`config.mk`:
```
export PLATFORM = sky130hd
export DESIGN_NAME = uart_echo_ctrl
export DESIGN_NICKNAME = d
export VERILOG_FILES = /design/src/rtl/uart_echo_ctrl.sv
export SDC_FILE = /design/constraint.sdc
export NUM_CORES = 1
export LEC_CHECK = 0
export ABC_AREA = 1
export CAP_MARGIN = 25
export CORE_MARGIN = 2
export CORE_UTILIZATION = 55
export CTS_BUF_LIST = sky130_fd_sc_hd__clkbuf_8
export CTS_CLUSTER_DIAMETER = 80
export DETAILED_ROUTE_END_ITERATION = 12
export GPL_TIMING_DRIVEN = 0
export PLACE_DENSITY = 0.76
export SETUP_SLACK_MARGIN = 0.4
export SYNTH_ARGS = -nofsm -noshare
export SYNTH_HDL_FRONTEND = slang
export SYNTH_SLANG_ARGS = --single-unit
export TNS_END_PERCENT = 10
```
`constraint.sdc`:
```
create_clock -name clk -period 2.8 [get_ports clk]
set_input_delay 0.56 -clock clk [delete_from_list [all_inputs] [get_ports clk]]
set_output_delay 0.56 -clock clk [all_outputs]
set_load 0.1 [all_outputs]
```
`src/rtl/uart_echo_ctrl.sv`:
```
// Echo engine between the uart rx-FIFO read side and tx-FIFO write side: byte echo, line echo, or discard.
// Optional statistics counters (rx_count/tx_count) are enabled by defining UART_ECHO_STATS_EN.
module uart_echo_ctrl #(
  parameter int         DBIT   = 8,
  parameter int         DEPTH  = 16,
  parameter int         ADDR_W = 4,
  parameter logic [7:0] TERM   = 8'h0D
`ifdef UART_ECHO_STATS_EN
  ,
  parameter int         CNT_W  = 16
`endif
) (
  input  logic              clk,
  input  logic              reset,
  input  logic [1:0]        mode,
  input  logic              rx_empty,
  input  logic [DBIT-1:0]   r_data,
  output logic              rd_uart,
  input  logic              tx_full,
  output logic [DBIT-1:0]   w_data,
  output logic              wr_uart,
  input  logic              clr_ovf,
  output logic              busy,
  output logic [ADDR_W:0]   line_len,
  output logic              overflow
`ifdef UART_ECHO_STATS_EN
  ,
  output logic [CNT_W-1:0]  rx_count,
  output logic [CNT_W-1:0]  tx_count
`endif
);

  typedef enum logic [2:0] {IDLE, LATCH, SEND, STORE, REPLAY, TERMTX} state_t;

  localparam logic [DBIT-1:0]   TERM_W   = DBIT'(TERM);
  localparam logic [ADDR_W:0]   FULL_LEN = (ADDR_W + 1)'(DEPTH);
  localparam logic [ADDR_W:0]   LEN_ONE  = (ADDR_W + 1)'(1);
  localparam logic [ADDR_W-1:0] IDX_ONE  = ADDR_W'(1);

  state_t            state, state_n;
  logic [1:0]        mode_q;
  logic [DBIT-1:0]   byte_q;
  logic [ADDR_W-1:0] rd_idx;
  logic [DBIT-1:0]   line_buf [DEPTH];

  logic              is_term, push_ok, last_idx, has_room;
  logic              rd_d, wr_d;
  logic [DBIT-1:0]   w_data_d;

  assign is_term  = (byte_q == TERM_W);
  assign has_room = (line_len < FULL_LEN);
  // Pushes are spaced by a cycle so tx_full has caught up with the previous push.
  assign push_ok  = !tx_full && !wr_uart;
  assign last_idx = (({1'b0, rd_idx} + LEN_ONE) == line_len);

  always_ff @(posedge clk or posedge reset) begin
    if (reset) state <= IDLE;
    else       state <= state_n;
  end

  always_comb begin
    // NOTE: default assignment first so every path assigns state_n and no latch is inferred.
    state_n = state;
    unique case (state)
      IDLE:   if (!rx_empty) state_n = LATCH;
      LATCH: begin
        unique case (mode_q)
          2'b00:   state_n = SEND;
          2'b01: begin
            if (is_term) state_n = (line_len != '0) ? REPLAY : TERMTX;
            else         state_n = STORE;
          end
          default: state_n = IDLE;
        endcase
      end
      SEND:   if (!tx_full) state_n = IDLE;
      STORE:  state_n = IDLE;
      REPLAY: if (push_ok && last_idx) state_n = TERMTX;
      TERMTX: if (push_ok) state_n = IDLE;
      default: state_n = IDLE;
    endcase
  end

  always_comb begin
    rd_d     = (state == IDLE) && !rx_empty;
    wr_d     = 1'b0;
    w_data_d = w_data;
    unique case (state)
      SEND: begin
        wr_d     = !tx_full;
        w_data_d = byte_q;
      end
      REPLAY: begin
        wr_d     = push_ok;
        w_data_d = line_buf[rd_idx];
      end
      TERMTX: begin
        wr_d     = push_ok;
        w_data_d = TERM_W;
      end
      default: ;
    endcase
  end

  always_ff @(posedge clk or posedge reset) begin
    if (reset) begin
      rd_uart  <= 1'b0;
      wr_uart  <= 1'b0;
      w_data   <= '0;
      busy     <= 1'b0;
      line_len <= '0;
      overflow <= 1'b0;
      mode_q   <= 2'b00;
      byte_q   <= '0;
      rd_idx   <= '0;
    end else begin
      // NOTE: non-blocking assignments so every register samples pre-edge values.
      rd_uart <= rd_d;
      wr_uart <= wr_d;
      w_data  <= w_data_d;
      busy    <= (state_n != IDLE);
      if (clr_ovf) overflow <= 1'b0;
      unique case (state)
        IDLE: begin
          mode_q <= mode;
          // Leaving line mode abandons whatever was buffered.
          if (mode != 2'b01) line_len <= '0;
          if (!rx_empty) byte_q <= r_data;
        end
        LATCH:  if (mode_q == 2'b01 && is_term) rd_idx <= '0;
        STORE: begin
          if (has_room) line_len <= line_len + LEN_ONE;
          else          overflow <= 1'b1;
        end
        REPLAY: if (push_ok) rd_idx <= rd_idx + IDX_ONE;
        TERMTX: if (push_ok) line_len <= '0;
        default: ;
      endcase
    end
  end

  // NOTE: the line buffer has no reset; it is only read below line_len, which does reset.
  always_ff @(posedge clk) begin
    if (state == STORE && has_room) line_buf[line_len[ADDR_W-1:0]] <= byte_q;
  end

`ifdef UART_ECHO_STATS_EN
  always_ff @(posedge clk or posedge reset) begin
    if (reset) begin
      rx_count <= '0;
      tx_count <= '0;
    end else if (clr_ovf) begin
      rx_count <= '0;
      tx_count <= '0;
    end else begin
      if (rd_uart && rx_count != '1) rx_count <= rx_count + CNT_W'(1);
      if (wr_uart && tx_count != '1) tx_count <= tx_count + CNT_W'(1);
    end
  end
`else
  // Statistics counters are not built in this configuration.
`endif

endmodule
```
# Word-level counts from Yosys, hierarchy flattened
# Memory sizes are Yosys's and may differ from the RTL's.
# Index checks and enable logic that the tools add are counted.
[classes]
n_shift = 0
n_reduce_logical = 19
n_mux = 22
n_eq_ne = 14
order_cmp = 1
div = 0
bitwise = 1
add_sub_neg = 3
n_mul = 0
[op_table]
columns = ["cell", "n"]
rows = [
  ["$pmux 8 s3", 1],
  ["$mux 3", 5],
  ["$mux 5", 3],
  ["$pmux 3 s5", 1],
  ["$pmux 5 s3", 1],
  ["$reduce_bool 3->1", 3],
  ["$eq 8x4->1 const B", 1],
  ["$mux 4", 2],
  ["$ne 2x2->1 const B", 4],
  ["$pmux 4 s2", 1],
  ["$eq 3x2->1 const B", 2],
  ["$eq 3x3->1 const B", 2],
  ["$mux 1", 6],
  ["$pmux 3 s2", 1],
  ["$add 4x1->5 const B", 1],
  ["$add 5x1->5 const B", 1],
  ["$eq 5x5->1", 1],
  ["$logic_and 1x1->1", 5],
  ["$lt 5x5->1 const B", 1],
  ["$reduce_bool 5->1", 1],
  ["$add 4x1->4 const B", 1],
  ["$ne 2x1->1 const B", 2],
  ["$reduce_and 4->1", 1],
  ["$eq 3x1->1 const B", 1],
  ["10 further kinds", 12],
]
[word_totals]
inputBits = 15
regBits = 34
romBits = 0
ram_bits = 128
mem_count = 1
out_inout_bits = 17
latch_bits = 0
wordCells = 71
[memory_table]
columns = ["memory", "depth", "word_bits", "rd", "rd_ports_with_merged_regs", "wr", "line", "rtl"]
rows = [
  ["line_buf", 16, 8, 1, 0, 1, "44", "logic [DBIT-1:0] line_buf [DEPTH];"],
]

# Logic depth before layout (Yosys ltp)
[depth]
ltp_word = 6
mapped_depth = 11
mapped_depth_nobuf = 9

# Worst setup path after synthesis
# OpenSTA, ideal clock, no wires.
[synth_timing]
path_kind = "register to register"
startpoint = "register line_len[2]"
endpoint = "memory line_buf[4][0] (enable)"
path_buffers = 0
setup_time_ns = 0.370
arrival_time_ns = 1.919
path_stages_with_launch = 4
slack_ns = 0.510
period_less_slack_ns = 2.290
required_time_ns = 2.430
path_cell_list = "dfrtp_1 inv_1 or2_2 nor2_1"
[synth_between]
elab_chain_cells = 4
[synth_rtl]
columns = ["item", "line", "rtl"]
rows = [
  ["start: declaration", "24", "output logic [ADDR_W:0] line_len,"],
  ["start signal: assignment", "132", "if (has_room) line_len <= line_len + LEN_ONE;"],
  ["$lt 5x5->1", "51", "assign has_room = (line_len < FULL_LEN);"],
  ["$logic_and 1x1->1", "144", "if (state == STORE && has_room) line_buf[line_len[ADDR_W-1:0]] <= byte_q;"],
  ["$mux 1", "144", ""],
  ["$mux 1 (not written as such)", "144", ""],
  ["end: declaration", "44", ""],
]
# Parallel ways exist; a longest one is shown, timed or not.

# Worst setup path in the final report
[layout_timing]
startpoint = "register line_len[2]"
endpoint = "output port line_len[2]"
# No word-level cell between the ends.

==> flow_summary.ini <==
[timing]
final.min_clock_period_ns = 2.631
hold_viol_final = 0
rsz0062_at_grt = yes
tns_ns = 0
clock-skew-final_ns = 0.009300
whs_ns = 0.4932
worstMarginPinSlew_ns = 0.9714
finalMaxSlewViolations = 0
fmax_ghz = 0.3801
setup_viol = 0
max_slew_margin = 0.3504
fin_crit_sh = 0.9397

[layout]
final_cell_mix = nand2_1, edfxtp_1, nand3_1, inv_1, nor2_1
fin_nets = 767
area_growth_pct = 13.09
num_antenna_cells = 0
fillers = 1033
postLayoutCoreUtil = 0.6380
drive_gt1_frac = 0.1039
final_common_cell = nand2_1

[synth]
yosys_warnings = 0
synth_area_um2 = 7119
ys_seq_area_frac = 0.6594
ys_ff_latch = 162
synth_nets = 716
yosysUniqueCellTypes = 31
synth_top_family_by_area = simple AND/OR/NAND/NOR gates
synthAdderAreaFrac = 0.008787
syn_inst = 696
synth_compound_area_frac = 0.04675
syn_avg_cell_area_um2 = 10.23
synth_mux_area_frac = 0.004745
synth-xor-area-share = 0.006151
synthSimpleGateAreaFrac = 0.2054

[setup_path]
path_cells = clkdlybuf4s50_1
start_kind = flop
cp.required_ns = 2.24
worstSetupEndpointType = output port
arrival_ns = 2.07
cp_max_fo = 6
r2r_slack_ns = 0.63
crit_family = buffers and inverters
slowest_delay_ns = 1.17
critPathKind = reg2out
critPathSlowestCell = clkdlybuf4s50_1
worst-path-buf-inv = 1

[global_route]
use_met2 = 0.4059
met3_usage = 0.04506
grt_usage = 0.2403
grt_antenna_before_repair = 0
grt_max_degree = 20
grt_pass1_vias = 4930
overflow = 0
grt_pass1_wl_um = 25140
top_usage_layer = met2
grt_util_met1 = 0.3125

[power]
power.leakage_nw = 3.337
powerDensity_nw_per_um2 = 812.7
power_mw = 6.544
max-vdd-ir-drop_mv = 0.6609

[floorplanning]
ioPinCount = 32
start_util = 0.5641
core_area_um2 = 12620
die-area_um2 = 13870
die_x_um = 117.8
num_rows = 41
die-height_um = 117.8

[clock_network]
clock_latency_ns = 0.46
cts-htree-levels = 4
ctsResizeCount = 2
cts_sinks = 162
cts_hold_buf = 0
cts_buffer_depth = 2
path_clk_slew_ns = 0.08
cts_tree = done
cts_buffers = 17
clockRootBuffer = clkbuf_8
post-cts-setup-buffers = 0

[job]
maxCapViolations = 0

[drt]
wire_per_inst_um = 17.18
drt_iter0_drc = 562
firstDrtPassIters = 7
num_vias = 5119
drc = 0
drt-total-wl_um = 16010
post_drt_via_cell_ratio = 5.492
ant_nets = 0

[worst_hold_path]
hp-class = reg2reg

[placed_design]
gp_congestion = 0.9888
dp_hpwl_um = 11050
port_buffers = 31

[status]
status = finished clean
## flip-flops by register name, summed over array words and instances (netlist names)
register  count
byte_q        8
w_data        8
rd_uart       1
state         3
mode_q        2
overflow      1
line_buf    128
line_len      5
wr_uart       1
rd_idx        4
busy          1
## final timing paths
kind / endpoint / startpoint / cells past startpoint
max: line_len[2] / line_len[2]$_DFFE_PP0P_ / 1
min: w_data[3]$_DFFE_PP0P_ / w_data[3]$_DFFE_PP0P_ / 2
max reg2reg: line_buf[1][3]$_DFFE_PP_ / state[1]$_DFF_PP0_ / 4
min reg2reg: w_data[3]$_DFFE_PP0P_ / w_data[3]$_DFFE_PP0P_ / 2
max in group asynchronous: w_data[6]$_DFFE_PP0P_ / reset / 3
min in group asynchronous: mode_q[1]$_DFFE_PP0P_ / reset / 2
## cell usage after synthesis
cell / instances / share of area
a22oi_1: 1 / 0.0011
nor2_2: 4 / 0.0035
nand3_2: 2 / 0.0028
nand2_2: 4 / 0.0035
edfxtp_1: 128 / 0.54
or2_2: 1 / 0.00088
nand2_1: 168 / 0.089
nor3_1: 3 / 0.0021
nand3_1: 95 / 0.067
o21ai_0: 32 / 0.022
xnor2_1: 1 / 0.0012
clkinv_1: 1 / 0.00053
nand4_1: 1 / 0.00088
xor2_1: 4 / 0.0049
mux2_2: 3 / 0.0047
clkbuf_1: 2 / 0.0011
o21ai_4: 2 / 0.0046
buf_4: 2 / 0.0021
o22ai_1: 4 / 0.0035
buf_2: 22 / 0.015
ha_1: 5 / 0.0088
o211ai_1: 5 / 0.0053
nor2_8: 1 / 0.0028
inv_1: 86 / 0.045
buf_1: 1 / 0.00053
a21oi_1: 9 / 0.0063
and2_1: 1 / 0.00088
dfrtp_1: 34 / 0.12
o21ai_1: 5 / 0.0035
inv_2: 7 / 0.0037
nor2_1: 62 / 0.033
## cell families (layout without fill, tap and decap cells)
family / after synthesis / in the layout
AND/OR/NAND/NOR: 342 / 342
flip-flops: 162 / 162
buffers and inverters: 121 / 185
AO/OA/AOI/OAI: 58 / 58
adder cells (fa/ha/maj): 5 / 5
XOR/XNOR: 5 / 5
multiplexers: 3 / 3
## per-layer routing
metal / vias to the layer above / share of wire
met3: 28 / 0.064
li1: 2398 / -
met1: 2492 / 0.42
met4: 0 / 0.020
met2: 201 / 0.50
met5: - / 0
## report_power, final
part,internal (mW),switching [mW]
clock,0.781,0.853
sequential,3.06,0.418
combinational,0.379,1.05
total,4.22,2.33
## final cells by class
type                    instances  area, µm²  share of cell area
flip-flops and latches        162       4695              0.5831
well taps                     172      215.2             0.02673
repair buffers                 32      337.8             0.04196
plain buffers                  27      136.4             0.01694
clock buffers                  17      234.0             0.02906
multi-input cells             413       1936              0.2404
inverters                      94      352.8             0.04382
clock inverters                15      145.1             0.01803
## per-stage QoR
step                      cells  worst slack [ns]  cell area (µm²)
after global routing        932            0.1171             8051
after floorplan             696            0.5104             7119
after CTS                   932            0.1517             8049
after global placement      899            0.5691             7645
after detailed placement    900            0.5551             7672
final                       932            0.1688             8051
Note: power is estimated with default switching activity, not from simulation.
